==> src/rtl/trap_pkg.sv <==
// Shared encodings for machine-mode trap sequencing: privilege levels, cause codes, FSM states.
package trap_pkg;
    localparam logic [1:0] PRIV_U = 2'd0;
    localparam logic [1:0] PRIV_S = 2'd1;
    localparam logic [1:0] PRIV_M = 2'd3;

    localparam logic [3:0] ECALL_U = 4'd8;
    localparam logic [3:0] ECALL_M = 4'd11;
    localparam logic [3:0] IRQ_MSI = 4'd3;
    localparam logic [3:0] IRQ_MTI = 4'd7;
    localparam logic [3:0] IRQ_MEI = 4'd11;

    localparam logic [1:0] MTVEC_VECTORED = 2'd1;

    typedef enum logic [2:0] {
        ST_IDLE,
        ST_FLUSH,
        ST_SAVE,
        ST_REDIRECT,
        ST_RETURN
    } trap_state_e;

    // The reserved privilege encoding falls back to user mode on MRET.
    function automatic logic [1:0] legalizePriv(input logic [1:0] p);
        return (p == 2'b10) ? PRIV_U : p;
    endfunction
endpackage

==> src/rtl/trap_irq_prio.sv <==
// Fixed-priority encoder for pending machine interrupts: external > software > timer.
module trap_irq_prio
    import trap_pkg::*;
(
    input  logic [2:0] irqPending,
    output logic       valid,
    output logic [3:0] code
);
    always_comb begin
        valid = |irqPending;
        code  = '0;
        if (irqPending[2])      code = IRQ_MEI;
        else if (irqPending[0]) code = IRQ_MSI;
        else if (irqPending[1]) code = IRQ_MTI;
    end
endmodule

==> src/rtl/trap_controller.sv <==
// Machine-mode trap entry / MRET sequencer: stalls and flushes the pipe, writes trap CSRs, redirects fetch.
// Optional TRAP_MTVAL_EN: when defined, mtval carries the exception's trap value; otherwise it is tied to 0.
module trap_controller
    import trap_pkg::*;
#(
    parameter int XLEN         = 32,
    parameter int FLUSH_CYCLES = 2
) (
    input  logic            i_clk,
    input  logic            i_rst,
    input  logic            i_excValid,
    input  logic [3:0]      i_excCause,
    input  logic [XLEN-1:0] i_excPc,
    input  logic [XLEN-1:0] i_excTval,
    input  logic            i_mret,
    input  logic [2:0]      i_irqPending,
    input  logic [XLEN-1:0] i_curPc,
    input  logic            i_mstatusMIE,
    input  logic            i_mstatusMPIE,
    input  logic [1:0]      i_mstatusMPP,
    input  logic [XLEN-1:0] i_mtvec,
    input  logic [XLEN-1:0] i_mepc,
    output logic            o_stall,
    output logic            o_flush,
    output logic            o_csrWe,
    output logic [XLEN-1:0] o_mepc,
    output logic [XLEN-1:0] o_mcause,
    output logic [XLEN-1:0] o_mtval,
    output logic            o_mstatusMIE,
    output logic            o_mstatusMPIE,
    output logic [1:0]      o_mstatusMPP,
    output logic            o_redirect,
    output logic [XLEN-1:0] o_redirectPc,
    output logic [1:0]      o_privMode
);
    trap_state_e     state;
    logic [3:0]      cnt;
    logic            isIrq;
    logic [3:0]      code;
    logic [XLEN-1:0] epc;
    logic            savedMie;
    logic [1:0]      retPriv;
    logic            irqValid;
    logic [3:0]      irqCode;
    logic            irqEn;
    logic [XLEN-1:0] trapVector;

    trap_irq_prio uPrio (
        .irqPending(i_irqPending),
        .valid     (irqValid),
        .code      (irqCode)
    );

    // Interrupts are always taken below M; in M they need the global enable.
    assign irqEn = i_mstatusMIE || (o_privMode != PRIV_M);
    assign trapVector = {i_mtvec[XLEN-1:2], 2'b00} +
        (((i_mtvec[1:0] == MTVEC_VECTORED) && isIrq) ? XLEN'({code, 2'b00}) : '0);

    always_ff @(posedge i_clk or posedge i_rst) begin
        if (i_rst) begin
            state         <= ST_IDLE;
            cnt           <= '0;
            isIrq         <= 1'b0;
            code          <= '0;
            epc           <= '0;
            savedMie      <= 1'b0;
            retPriv       <= PRIV_M;
            o_stall       <= 1'b0;
            o_flush       <= 1'b0;
            o_csrWe       <= 1'b0;
            o_mepc        <= '0;
            o_mcause      <= '0;
            o_mstatusMIE  <= 1'b0;
            o_mstatusMPIE <= 1'b0;
            o_mstatusMPP  <= '0;
            o_redirect    <= 1'b0;
            o_redirectPc  <= '0;
            o_privMode    <= PRIV_M;
        end else begin
            o_stall       <= 1'b0;
            o_flush       <= 1'b0;
            o_csrWe       <= 1'b0;
            o_mepc        <= '0;
            o_mcause      <= '0;
            o_mstatusMIE  <= 1'b0;
            o_mstatusMPIE <= 1'b0;
            o_mstatusMPP  <= '0;
            o_redirect    <= 1'b0;
            o_redirectPc  <= '0;
            case (state)
                ST_IDLE: begin
                    if (i_excValid || (irqValid && irqEn)) begin
                        isIrq    <= !i_excValid;
                        code     <= i_excValid ? i_excCause : irqCode;
                        epc      <= i_excValid ? i_excPc : i_curPc;
                        savedMie <= i_mstatusMIE;
                        cnt      <= 4'(FLUSH_CYCLES - 1);
                        state    <= ST_FLUSH;
                        o_stall  <= 1'b1;
                        o_flush  <= 1'b1;
                    end else if (i_mret) begin
                        retPriv       <= legalizePriv(i_mstatusMPP);
                        state         <= ST_RETURN;
                        o_csrWe       <= 1'b1;
                        o_flush       <= 1'b1;
                        o_stall       <= 1'b1;
                        o_redirect    <= 1'b1;
                        o_redirectPc  <= i_mepc;
                        o_mstatusMIE  <= i_mstatusMPIE;
                        o_mstatusMPIE <= 1'b1;
                        o_mstatusMPP  <= PRIV_U;
                    end
                end
                ST_FLUSH: begin
                    o_stall <= 1'b1;
                    if (cnt == '0) begin
                        state         <= ST_SAVE;
                        o_csrWe       <= 1'b1;
                        o_mepc        <= {epc[XLEN-1:2], 2'b00};
                        o_mcause      <= {isIrq, {(XLEN-5){1'b0}}, code};
                        o_mstatusMPIE <= savedMie;
                        o_mstatusMPP  <= o_privMode;
                    end else begin
                        cnt     <= cnt - 4'd1;
                        o_flush <= 1'b1;
                    end
                end
                ST_SAVE: begin
                    o_privMode   <= PRIV_M;
                    state        <= ST_REDIRECT;
                    o_redirect   <= 1'b1;
                    o_stall      <= 1'b1;
                    o_redirectPc <= trapVector;
                end
                ST_REDIRECT: state <= ST_IDLE;
                ST_RETURN: begin
                    o_privMode <= retPriv;
                    state      <= ST_IDLE;
                end
                default: state <= ST_IDLE;
            endcase
        end
    end

`ifdef TRAP_MTVAL_EN
    logic [XLEN-1:0] tvalQ;

    always_ff @(posedge i_clk or posedge i_rst) begin
        if (i_rst) begin
            tvalQ   <= '0;
            o_mtval <= '0;
        end else begin
            o_mtval <= '0;
            if (state == ST_IDLE) tvalQ <= i_excValid ? i_excTval : '0;
            if (state == ST_FLUSH && cnt == '0) o_mtval <= tvalQ;
        end
    end
`else
    logic unusedTval;
    assign unusedTval = ^i_excTval;
    assign o_mtval    = '0;
`endif
endmodule

==> config.mk <==
export PLATFORM = sky130hd
export DESIGN_NAME = trap_controller
export DESIGN_NICKNAME = d
export VERILOG_FILES = /design/src/rtl/trap_pkg.sv /design/src/rtl/trap_irq_prio.sv /design/src/rtl/trap_controller.sv
export SDC_FILE = /design/constraint.sdc
export NUM_CORES = 1
export LEC_CHECK = 0
export ABC_CLOCK_PERIOD_IN_PS = 6500
export BUFFER_PORTS_ARGS = -buffer_cell sky130_fd_sc_hd__buf_2
export CORE_AREA = 4 4 118 120
export CTS_BUF_LIST = sky130_fd_sc_hd__clkbuf_4 sky130_fd_sc_hd__clkbuf_8
export DETAILED_ROUTE_END_ITERATION = 12
export DIE_AREA = 0 0 122 124
export PLACE_DENSITY = 0.82
export SYNTH_ARGS = -nofsm -noshare
export SYNTH_HDL_FRONTEND = slang
export SYNTH_HIERARCHICAL = 1
export SYNTH_SLANG_ARGS = --single-unit
==> constraint.sdc <==
create_clock -name i_clk -period 6.5 [get_ports i_clk]
set_clock_uncertainty 0.1 [all_clocks]
set_input_delay 1.3 -clock i_clk [delete_from_list [all_inputs] [get_ports i_clk]]
set_output_delay 1.3 -clock i_clk [all_outputs]
set_load 0.02 [all_outputs]
==> metrics.log, run 1 <==
[metrics] CTS root buffer: clkbuf_8
[metrics] area of the mapped netlist: 5950 sq um
[metrics] reported leakage power: between 3 and 4 nW
[metrics] Primary FF master, synth: dfrtp_1
[metrics] number of iterations in the first detailed-routing pass: 4
[metrics] cell-internal power: ~1.7 mW
[metrics] Routed met1 length: ~5600 microns
[metrics] insertion delay of the later-clocked pin in the worst-skew pair: between 400 and 500 ps
[metrics] placeable core region: 13000 sq um
[metrics] Max Clock Freq: ~300 MHz
[metrics] DR WL/cell: 14.7 microns
[metrics] VDD IR-drop max: 167 uV
[metrics] run status: finished clean
[metrics] via count of the first global-routing pass: approximately 4400
[metrics] Filler cells: between 1000 and 1500
[metrics] wire length of the first global-routing pass: approximately 22000 microns
[metrics] highest routed metal layer: met5
[metrics] post-synthesis mux area share: 0.0610
[metrics] fraction of the mapped netlist area in simple logic gates: 0.179
[metrics] flip-flop and latch count after synthesis: around 120
[metrics] adder and majority cell fraction of the synthesized area: 0.0160
[metrics] Worst Setup SP: i_mtvec[1]
[metrics] startpoint-to-endpoint class of the critical path: primary input to flip-flop
[metrics] number of buffers between clock root and the deepest sink: 2
[metrics] I/O Pins: 313
[metrics] final net count: ~960
[metrics] HPWL after DPL: between 10000 and 15000 microns
[metrics] crit path time final: ~3400 ps
[metrics] clock buffers created by TritonCTS: 17
[metrics] clk sinks: roughly 120
[metrics] initial antenna violation count: 2
[metrics] power density over the cells: about 360 nW/um^2
[metrics] initial core utilization: 0.458
[metrics] total setup violations reported at the end of the flow: 0
[metrics] fraction of final layout cells sized beyond drive strength 1: 0.351
[metrics] largest net degree at the start of global routing: 70
[metrics] count of buffers added by post-CTS timing repair for setup: 0
[metrics] least setup slack across all paths after layout: 3130 ps
[metrics] syn avg cell area: between 10 and 15 sq um
[metrics] maxcap violations: 0
[metrics] startpoint of the lowest-slack register-to-register path: isIrq
[metrics] CP max FO: 13
[metrics] worst min-delay path startpoint: epc[17]
[metrics] post-synthesis compound-gate area fraction: 0.0760
[metrics] Slew Limit Fails: 0
[metrics] port buffer count: 215
[metrics] Overflow after GRT: 0
[metrics] GP Congestion: ~0.77
[metrics] sequential cell fraction of total power: 0.418
[metrics] Min-Delay Path Class: flip-flop to flip-flop
[metrics] sum of met2 wire segment lengths after detailed routing: roughly 7000 microns
[metrics] area of the multi-input gates: roughly 2500 sq um
[metrics] net switching component of the power: roughly 0.95 mW
[metrics] fraction of registers with async set/reset: 1.00
[metrics] final critical-path share of the clock period: 0.519
[metrics] transition time at the pin with the least slew margin: approximately 1100 ps
[metrics] worst reg2reg endpoint: o_redirectPc[12]
[metrics] final-layout setup total negative slack: 0 ps
[metrics] total via count in the routed design: 4580
[metrics] share of power burned in combinational logic: 0.316
[metrics] CP endpoint kind: flip-flop
[metrics] Clock H-tree levels: 4
[metrics] switching part of the total: 0.356
[metrics] clock tree from TritonCTS: built
[metrics] DIE WIDTH: about 120 microns
[metrics] Area Overhead vs Synth: 23.4%
[metrics] register area share after synthesis: 0.514
[metrics] CP Data Arrival Time: between 3000 and 4000 ps
[metrics] per-cell via count in the routed design: 4.72
[metrics] reg-to-reg setup timing slack: roughly 3800 ps
[metrics] ANT nets after route: 0
[metrics] unrepaired setup endpoints after global routing: false
[metrics] Cells on Worst Hold Path: 1
[metrics] number of hold-slack violations in the final timing report: 0
[metrics] WL final: approximately 14000 microns
[metrics] xor/xnor cell area share of the yosys netlist: 0.0457
[metrics] CTS Hold Bufs: 0
[metrics] Worst-path clk slew: ~70 ps
[metrics] All-Layer GR Usage: 0.185
[metrics] count of standard-cell rows: 42
[metrics] post-cts sizing count: 0
[metrics] worst-case hold path end point: o_mepc[17]
[metrics] area enclosed by the die boundary: roughly 15000 sq um
[metrics] number of instances in the synthesized netlist: 573
[metrics] number of unique standard cell types used by synthesis: 53
[metrics] launching element type of the critical path: primary input
[metrics] worst path required time: roughly 6700 ps
[metrics] share of power burned in the clock network: 0.267
[metrics] EDFF count, synth: 0
[metrics] routed length on met3: approximately 1300 microns
[metrics] residual DRC count: 0
[metrics] die extent in y: 124 microns
[metrics] number of warnings printed during yosys synthesis: 6
[metrics] cell count of the worst reg-to-reg path: 11
[metrics] worst-case headroom to the max-slew limit: 0.262
[metrics] main combinational cell family by area after synthesis: simple AND/OR/NAND/NOR gates
[metrics] Setup Slack @ Placement: 2650 ps
[metrics] Sequential Area: ~3100 sq um
[metrics] Iteration-0 DRC Markers: 246
stage by stage:
step | instances | utilization | area (sq um) | power [mW] | hold WS [ps]
floorplan | 633 | - | 6170 | 1.73 | 346
global placement | 937 | 0.532 | 6910 | 1.94 | 356
detailed placement | 937 | 0.532 | 6910 | 1.98 | 362
CTS | 969 | 0.565 | 7330 | 2.70 | 374
global route | 969 | 0.565 | 7330 | 2.85 | 391
finish | 971 | 0.565 | 7340 | 2.67 | 370
metal layers:
layer	GRT usage	vias up
li1	-	2204
met2	0.316	190
met3	0.0618	24
met4	0.0812	4
met5	0	-
met1	0.213	2158
synthesized netlist by cell type, types with 3 or more instances:
master | instances | area, sq um
nand3_1 | 5 | 25.0
xnor2_1 | 27 | 236
nor4_2 | 5 | 62.6
buf_2 | 14 | 70.1
nand2_1 | 45 | 169
nor3_1 | 9 | 45.0
o21ai_1 | 14 | 70.1
mux2i_1 | 34 | 340
a21oi_1 | 41 | 205
a21o_1 | 3 | 22.5
nor2_1 | 49 | 184
dfstp_2 | 4 | 105
nor3b_1 | 5 | 37.5
o21ai_0 | 18 | 90.1
ha_1 | 6 | 75.1
and2_1 | 46 | 288
xor2_1 | 4 | 35.0
buf_4 | 64 | 480
clkbuf_1 | 10 | 37.5
buf_1 | 3 | 11.3
dfrtp_1 | 118 | 2950
inv_1 | 8 | 30.0
cell usage in the layout, fill, tap and decap left out, types with 2 or more instances in the layout:
cell type / netlist / layout
nor3b_1: 5 / 5
nand3_1: 5 / 5
clkinv_2: 0 / 2
buf_2: 14 / 215
buf_4: 64 / 5
o21ai_0: 18 / 18
clkbuf_4: 0 / 3
ha_1: 6 / 6
inv_1: 8 / 7
or2_2: 2 / 2
clkbuf_8: 0 / 19
and3b_1: 2 / 2
nor2_1: 49 / 48
nand3b_1: 2 / 2
o21ai_1: 14 / 14
conb_1: 1 / 61
nor4b_2: 2 / 2
nand2_1: 45 / 45
nand4_1: 2 / 2
xnor2_1: 27 / 27
xor2_1: 4 / 4
dfrtp_1: 118 / 118
a21oi_1: 41 / 41
clkinvlp_4: 0 / 3
dfstp_2: 4 / 4
diode_2: 0 / 2
mux2_2: 2 / 2
bufinv_16: 0 / 3
nand2b_1: 2 / 2
o22ai_1: 2 / 2
nor3_1: 9 / 9
nor4_1: 2 / 2
mux2i_1: 34 / 34
nor4_2: 5 / 5
nor4b_1: 2 / 2
a21o_1: 3 / 3
and2_1: 46 / 45
area by class of cell:
class / instances / area share
tap: 176 / 0.0300
sequential: 122 / 0.417
clock inverter: 10 / 0.0191
inverter: 8 / 0.00443
multi-input combinational: 411 / 0.338
antenna: 2 / 0.000682
clock buffer: 22 / 0.0387
timing repair buffer: 220 / 0.152
critical path, stage by stage:
cell       delay [ps]
buf_2              90
and3b_1           270
and2_1            160
ha_1              180
inv_1              60
fa_1              380
nand2b_1          160
o2bb2ai_1         120
buf_4             200
nor4b_1           370
xnor2_1           170
o21ai_1            80
worst max path at each step:
stage | cells past startpoint | endpoint
CTS | 12 | o_redirectPc[12]
global route | 12 | o_redirectPc[12]
finish | 12 | o_redirectPc[12]
detailed placement | 12 | o_redirectPc[12]
floorplan | 1 | cnt[0]
global placement | 12 | o_redirectPc[12]
power groups by stage:
stage | Combinational [mW] | Sequential [mW] | Clock [mW]
6_report | 0.843 | 1.11 | 0.711
5_1_grt | 0.938 | 1.14 | 0.769
4_1_cts | 0.853 | 1.11 | 0.732
3_5_place_dp | 0.849 | 1.13 | 0
3_3_place_gp | 0.827 | 1.12 | 0
2_1_floorplan | 0.497 | 1.24 | 0
state kept, by name, summed over array words and instances (netlist names):
name and flops:
o_redirectPc 32, epc 30, o_mepc 30, o_mcause 5, cnt 4, code 4
state 3, o_mstatusMPP 2, o_privMode 2, retPriv 2, isIrq 1, o_csrWe 1
o_flush 1, o_mstatusMIE 1, o_mstatusMPIE 1, o_redirect 1, o_stall 1, savedMie 1
cells by family (layout without fill, tap and decap cells):
| group | Yosys count | count (layout) |
|---|---|---|
| flip-flops | 122 | 122 |
| multiplexers | 36 | 36 |
| AND/OR/NAND/NOR | 192 | 192 |
| XOR/XNOR | 31 | 31 |
| buffers and inverters | 100 | 260 |
| other | 1 | 63 |
| AO/OA/AOI/OAI | 84 | 84 |
| adder cells (fa/ha/maj) | 7 | 7 |
(Power assumes the default switching activity.)
==> run 2: changes to the inputs <==
Settings changed: ABC_AREA set to 1, ABC_CLOCK_PERIOD_IN_PS 6500 to 2800, CORE_AREA 4 4 118 120 to not set, CORE_MARGIN set to 4, CORE_UTILIZATION set to 43, DIE_AREA 0 0 122 124 to not set, PLACE_DENSITY 0.82 to 0.79.
Clock period 6.5 ns to 2.8 ns, I/O delays scaled along.
==> metrics.log, run 2 <==
[metrics] run status: finished clean
[metrics] final critical-path share of the clock period: 0.891
[metrics] CP max FO: 4
[metrics] Max Clock Freq: between 400 and 500 MHz
[metrics] insertion delay of the later-clocked pin in the worst-skew pair: 420 ps
[metrics] Min-Delay Path Class: primary input to flip-flop
[metrics] power density over the cells: just over 800 nW/um^2
[metrics] GP Congestion: 0.916
[metrics] final cell count without fillers: roughly 1200
[metrics] total via count in the routed design: 5507
[metrics] via count of the first global-routing pass: roughly 5300
[metrics] count of standard-cell rows: 44
[metrics] HPWL after DPL: 12300 microns
[metrics] Worst-path clk slew: about 80 ps
[metrics] WL final: about 16000 microns
[metrics] clock tree from TritonCTS: built
[metrics] crit path time final: 2490 ps
[metrics] per-cell via count in the routed design: approximately 4.5
[metrics] total setup violations reported at the end of the flow: 0
[metrics] worst path required time: between 3000 and 4000 ps
[metrics] clock buffers created by TritonCTS: 17
[metrics] count of placed standard cells including taps: about 1200
[metrics] most frequent standard cell in the layout excluding fill and tap cells: buf_2
[metrics] fraction of registers with async set/reset: 1.00
[metrics] most frequent cells in the layout: 215 x buf_2, 196 x nand2_1, 118 x dfrtp_1, 112 x inv_1, 97 x nor2_1
[metrics] most repeated cell in the gate-level netlist after synthesis: nand2_1
[metrics] number of unique standard cell types used by synthesis: 34
[metrics] reported leakage power: ~4.5 nW
[metrics] placeable core region: approximately 14000 sq um
[metrics] number of buffers between clock root and the deepest sink: 2
[metrics] unrepaired setup endpoints after global routing: false
[metrics] Overflow after GRT: 0
[metrics] startpoint-to-endpoint class of the critical path: flip-flop to flip-flop
[metrics] syn avg cell area: ~7.9 sq um
[metrics] maxcap violations: 0
[metrics] largest net degree at the start of global routing: 70
[metrics] most area-consuming cells after synthesis: dfrtp_1 47%, nand2_1 12%, buf_4 8.1%
[metrics] CP Data Arrival Time: roughly 2700 ps
[metrics] cell accounting for the most synthesized area: dfrtp_1
[metrics] count of buffers added by post-CTS timing repair for setup: 0
[metrics] CP endpoint kind: flip-flop
[metrics] number of warnings printed during yosys synthesis: 6
[metrics] flip-flop count of the largest register after layout: 32
[metrics] Clock H-tree levels: 4
[metrics] flip-flop and latch count after synthesis: between 100 and 150
[metrics] initial antenna violation count: 0
[metrics] top cell types by occurrence after synthesis: 196 x nand2_1, 118 x dfrtp_1, 113 x inv_1, 99 x nor2_1, 68 x buf_4
[metrics] number of hold-slack violations in the final timing report: 0
[metrics] residual DRC count: 0
[metrics] Primary FF master, synth: dfrtp_1
[metrics] wire length of the first global-routing pass: around 25000 microns
[metrics] All-Layer GR Usage: 0.194
[metrics] initial core utilization: 0.437
[metrics] clk sinks: ~120
[metrics] Slew Limit Fails: 0
[metrics] die extent in y: between 100 and 150 microns
[metrics] Iteration-0 DRC Markers: 270
[metrics] area enclosed by the die boundary: about 17000 sq um
[metrics] I/O Pins: roughly 310
[metrics] transition time at the pin with the least slew margin: 865 ps
[metrics] launching element type of the critical path: flip-flop
[metrics] final core area utilization: 0.540
[metrics] port buffer count: approximately 220
[metrics] Yosys top cell area share: 0.466
[metrics] final net count: approximately 1200
[metrics] number of instances in the synthesized netlist: roughly 800
[metrics] EDFF count, synth: 0
[metrics] Area Overhead vs Synth: 23.5%
[metrics] DIE WIDTH: roughly 130 microns
[metrics] register area share after synthesis: 0.483
[metrics] number of iterations in the first detailed-routing pass: 4
[metrics] antenna cells: 0
[metrics] biggest registers after layout: o_redirectPc (32), epc (30), o_mepc (30)
[metrics] area of the mapped netlist: approximately 6300 sq um
[metrics] DR WL/cell: 13.2 microns
[metrics] register with the highest flop count: o_redirectPc
[metrics] CTS root buffer: clkbuf_8
[metrics] worst-case headroom to the max-slew limit: 0.422
[metrics] VDD IR-drop max: approximately 300 uV
[metrics] fraction of final layout cells sized beyond drive strength 1: 0.273
[metrics] ANT nets after route: 0
[run 2: where the power goes]
| part | leakage, nW | switching (mW) | internal, mW |
|---|---|---|---|
| combinational | 2.71 | 1.55 | 0.700 |
| sequential | 1.59 | 0.191 | 2.35 |
| clock | 0.205 | 0.703 | 0.945 |
[run 2: through the flow]
step | worst slack [ps] | setup TNS (ps) | power (mW) | cell area (sq um) | hold WS, ps
CTS | 207 | 0 | 6.53 | 7810 | 184
floorplan | 479 | 0 | 4.15 | 6560 | 348
finish | 306 | 0 | 6.44 | 7820 | 225
detailed placement | -26.6 | -26.6 | 4.85 | 7380 | 360
global route | 6.62 | 0 | 6.94 | 7820 | 206
global placement | 9.68 | 0 | 4.78 | 7380 | 360
[run 2: routing by layer]
layer / GRT usage / routed length [microns]
met5: 0 / 0
met4: 0.0661 / 131
met2: 0.325 / 7900
met3: 0.0478 / 1410
met1: 0.247 / 6630
[run 2: what timing repair did]
action	4_1_cts	5_1_grt
setup endpoints to repair	0	2
hold endpoints to repair	9	0
resized for setup	0	2
hold buffers	1	0
[run 2: cell type report]
cell class                 instances  area [sq um]
tap                              184           230
sequential                       122          3060
fill                            1390          6660
timing repair buffer             230          1200
clock inverter                    11           144
inverter                         118           447
multi-input combinational        532          2460
clock buffer                      21           277
[run 2: final timing paths]
check | endpoint | start | slack (ps) | depth (start not counted)
max reg2reg | o_redirectPc[18] | isIrq | 310 | 14
min | o_redirectPc[28] | i_mepc[28] | 230 | 3
min in group asynchronous | o_mepc[2] | i_rst | 530 | 3
max in group asynchronous | epc[23] | i_rst | 1370 | 4
max | o_redirectPc[18] | isIrq | 310 | 14
min reg2reg | retPriv[0] | retPriv[0] | 370 | 2
[run 2: logic make-up (layout without fill, tap and decap cells)]
kind of cell | Yosys count | count (layout) | share of synthesized area
xor gates and xnor gates | 7 | 7 | 0.00968
other | 1 | 61 | 0.000592
adders and majority gates | 7 | 7 | 0.0150
AOI/OAI and AO/OA | 107 | 107 | 0.102
buffers and inverters | 207 | 380 | 0.165
and+or+nand+nor | 350 | 350 | 0.225
DFF | 122 | 122 | 0.483
[run 2: worst max-delay path, stage by stage, from the launching register on]
cell and delay, ps:
dfrtp_1 380, nand2_1 60, nor2_1 160, inv_1 110
nor2_1 130, ha_1 180, inv_1 50, fa_1 390
buf_4 170, o21ai_2 150, nand2_1 150, nor2_1 120
nand3_1 80, nand3_1 110, nand2_1 60
==> run 3: changes to the inputs <==
Settings changed: ABC_AREA 1 to not set, CORE_UTILIZATION 43 to 41, CTS_BUF_LIST sky130_fd_sc_hd__clkbuf_4 sky130_fd_sc_hd__clkbuf_8 to sky130_fd_sc_hd__clkbuf_4 sky130_fd_sc_hd__clkbuf_8 sky130_fd_sc_hd__clkbuf_16, CTS_CLUSTER_DIAMETER set to 200, PLACE_DENSITY 0.79 to 0.77.
==> metrics.log, run 3 (synthesis gave the netlist of run 1 again) <==
[metrics] run status: finished clean
[metrics] clk sinks: 122
[metrics] DR WL/cell: between 15 and 20 microns
[metrics] share of power burned in the clock network: 0.327
[metrics] CP max FO: 12
[metrics] I/O Pins: roughly 310
[metrics] Clock H-tree levels: 4
[metrics] total power: between 6 and 7 mW
[metrics] register with the highest flop count: o_redirectPc
[metrics] worst-case headroom to the max-slew limit: 0.578
[metrics] net switching component of the power: roughly 2.3 mW
[metrics] maxcap violations: 0
[metrics] worst hold slack: around 260 ps
[metrics] clock buffers created by TritonCTS: 17
[metrics] GP Congestion: 0.801
[metrics] total via count in the routed design: 4590
[metrics] most frequent cells in the layout: 215 x buf_2, 118 x dfrtp_1, 61 x conb_1, 48 x nor2_1
[metrics] HPWL after DPL: approximately 11000 microns
[metrics] launching element type of the critical path: flip-flop
[metrics] final cell count without fillers: about 980
[metrics] Worst-path clk slew: roughly 60 ps
[metrics] initial core utilization: 0.424
[metrics] unrepaired setup endpoints after global routing: false
[metrics] reg-to-reg setup timing slack: between 150 and 200 ps
[metrics] worst path required time: around 3000 ps
[metrics] Min-Delay Path Class: primary input to async pin
[metrics] startpoint of the lowest-slack register-to-register path: isIrq
[metrics] share of power burned in combinational logic: 0.295
[metrics] CTS Hold Bufs: 0
[metrics] count of buffers added by post-CTS timing repair for setup: 0
[metrics] reported leakage power: roughly 4.0 nW
[metrics] transition time at the pin with the least slew margin: 633 ps
[metrics] area enclosed by the die boundary: 16500 sq um
[metrics] highest routed metal layer: met5
[metrics] residual DRC count: 0
[metrics] routed length on met3: approximately 1500 microns
[metrics] initial antenna violation count: 4
[metrics] switching part of the total: 0.340
[metrics] clock tree from TritonCTS: built
[metrics] CP Data Arrival Time: 2800 ps
[metrics] placeable core region: approximately 14000 sq um
[metrics] Overflow after GRT: 0
[metrics] VDD IR-drop max: around 350 uV
[metrics] most frequent standard cell in the layout excluding fill and tap cells: buf_2
[metrics] WL final: 14800 microns
[metrics] cell count of the worst reg-to-reg path: 11
[metrics] count of placed standard cells including taps: around 950
[metrics] DIE WIDTH: approximately 130 microns
[metrics] number of hold-slack violations in the final timing report: 0
[metrics] count of standard-cell rows: 43
[metrics] ANT nets after route: 0
[metrics] power density over the cells: between 800 and 900 nW/um^2
[metrics] per-cell via count in the routed design: about 4.7
[metrics] biggest registers after layout: o_redirectPc (32), epc (30), o_mepc (30)
[metrics] cell area reported after detailed placement: ~7000 sq um
[metrics] total setup violations reported at the end of the flow: 0
[metrics] largest net degree at the start of global routing: roughly 120
[metrics] number of iterations in the first detailed-routing pass: 4
[metrics] flip-flop count of the largest register after layout: 32
[metrics] Filler cells: between 1000 and 1500
[metrics] area of all placed cells without fillers: about 7700 sq um
[metrics] Max Clock Freq: 382 MHz
[metrics] CP endpoint kind: flip-flop
[metrics] crit path time final: 2620 ps
[metrics] sequential cell fraction of total power: 0.378
[metrics] cell-internal power: around 4.5 mW
[metrics] wire length of the first global-routing pass: 22400 microns
[metrics] least setup slack across all paths after layout: between 150 and 200 ps
[metrics] All-Layer GR Usage: 0.177
[metrics] final critical-path share of the clock period: 0.935
[metrics] startpoint-to-endpoint class of the critical path: flip-flop to flip-flop
[metrics] final net count: just under 1000
[metrics] Setup Slack @ Placement: -173 ps
[metrics] Slew Limit Fails: 0
[metrics] Routed met1 length: roughly 5500 microns
[metrics] Iteration-0 DRC Markers: around 150
[metrics] Area Overhead vs Synth: 28.8%
[metrics] number of buffers between clock root and the deepest sink: 2
[metrics] insertion delay of the later-clocked pin in the worst-skew pair: around 400 ps
[metrics] CTS root buffer: clkbuf_16
[metrics] sum of met2 wire segment lengths after detailed routing: around 7500 microns
[metrics] worst reg2reg endpoint: o_redirectPc[24]
[metrics] die extent in y: between 100 and 150 microns
[metrics] port buffer count: around 220
[metrics] fraction of final layout cells sized beyond drive strength 1: 0.360
[metrics] via count of the first global-routing pass: approximately 4500
## run 3: changes by cell type in the layout (fill, tap and decap cells not counted), moves of 35 or more
cell,before,now
nand2_1,196,45
inv_1,112,7
nor2_1,97,48
and2_1,1,45
nand3_1,40,5
## run 3: worst max path at each step
stage	slack, ps	start	endpoint	depth (start not counted)
CTS	110	isIrq	o_redirectPc[12]	11
finish	180	isIrq	o_redirectPc[24]	11
detailed placement	-170	i_mtvec[1]	o_redirectPc[12]	12
global placement	-180	i_mtvec[1]	o_redirectPc[12]	12
global route	50	isIrq	o_redirectPc[12]	11
floorplan	70	i_mtvec[1]	o_redirectPc[24]	11
## run 3: metrics by stage
stage | utilization | TNS [ps]
3_3_place_gp | 0.501 | -805
6_report | 0.545 | 0
5_1_grt | 0.545 | 0
3_5_place_dp | 0.501 | -978
4_1_cts | 0.545 | 0
2_1_floorplan | - | 0
## run 3: worst max-delay path: stages (launching register included)
cell and delay (ps):
dfrtp_1 380, and3b_1 220, and2_1 150, ha_1 170, inv_1 50, fa_1 390, nand2b_1 170, o2bb2ai_1 170
buf_12 170, nor4_1 280, xnor2_1 180, o21ai_1 70
## run 3: power by group through the flow
stage          logic (mW)  clock network [mW]  registers [mW]
2_1_floorplan        1.15                   0            2.87
5_1_grt              2.25                2.39            2.66
3_5_place_dp         2.05                   0            2.62
3_3_place_gp         2.00                   0            2.60
4_1_cts              2.06                2.30            2.60
6_report             2.02                2.25            2.59
## run 3: layer usage
layer | vias up | global-route usage
met1 | 2125 | 0.198
met5 | - | 0
met2 | 214 | 0.310
met3 | 21 | 0.0685
li1 | 2224 | -
met4 | 6 | 0.0543
## run 3: cell type report
cell class	count	area [sq um]	area share
antenna	1	2.50	0.000327
clock buffer	19	447	0.0583
clock inverter	13	169	0.0221
inverter	8	33.8	0.00441
multi-input combinational	411	2480	0.324
sequential	122	3060	0.399
tap	180	225	0.0294
timing repair buffer	230	1240	0.162
## run 3: repair_timing
item | CTS | global route
setup endpoints to repair | 0 | 1
hold endpoints to repair | 0 | 0
gates resized for setup | 0 | 1
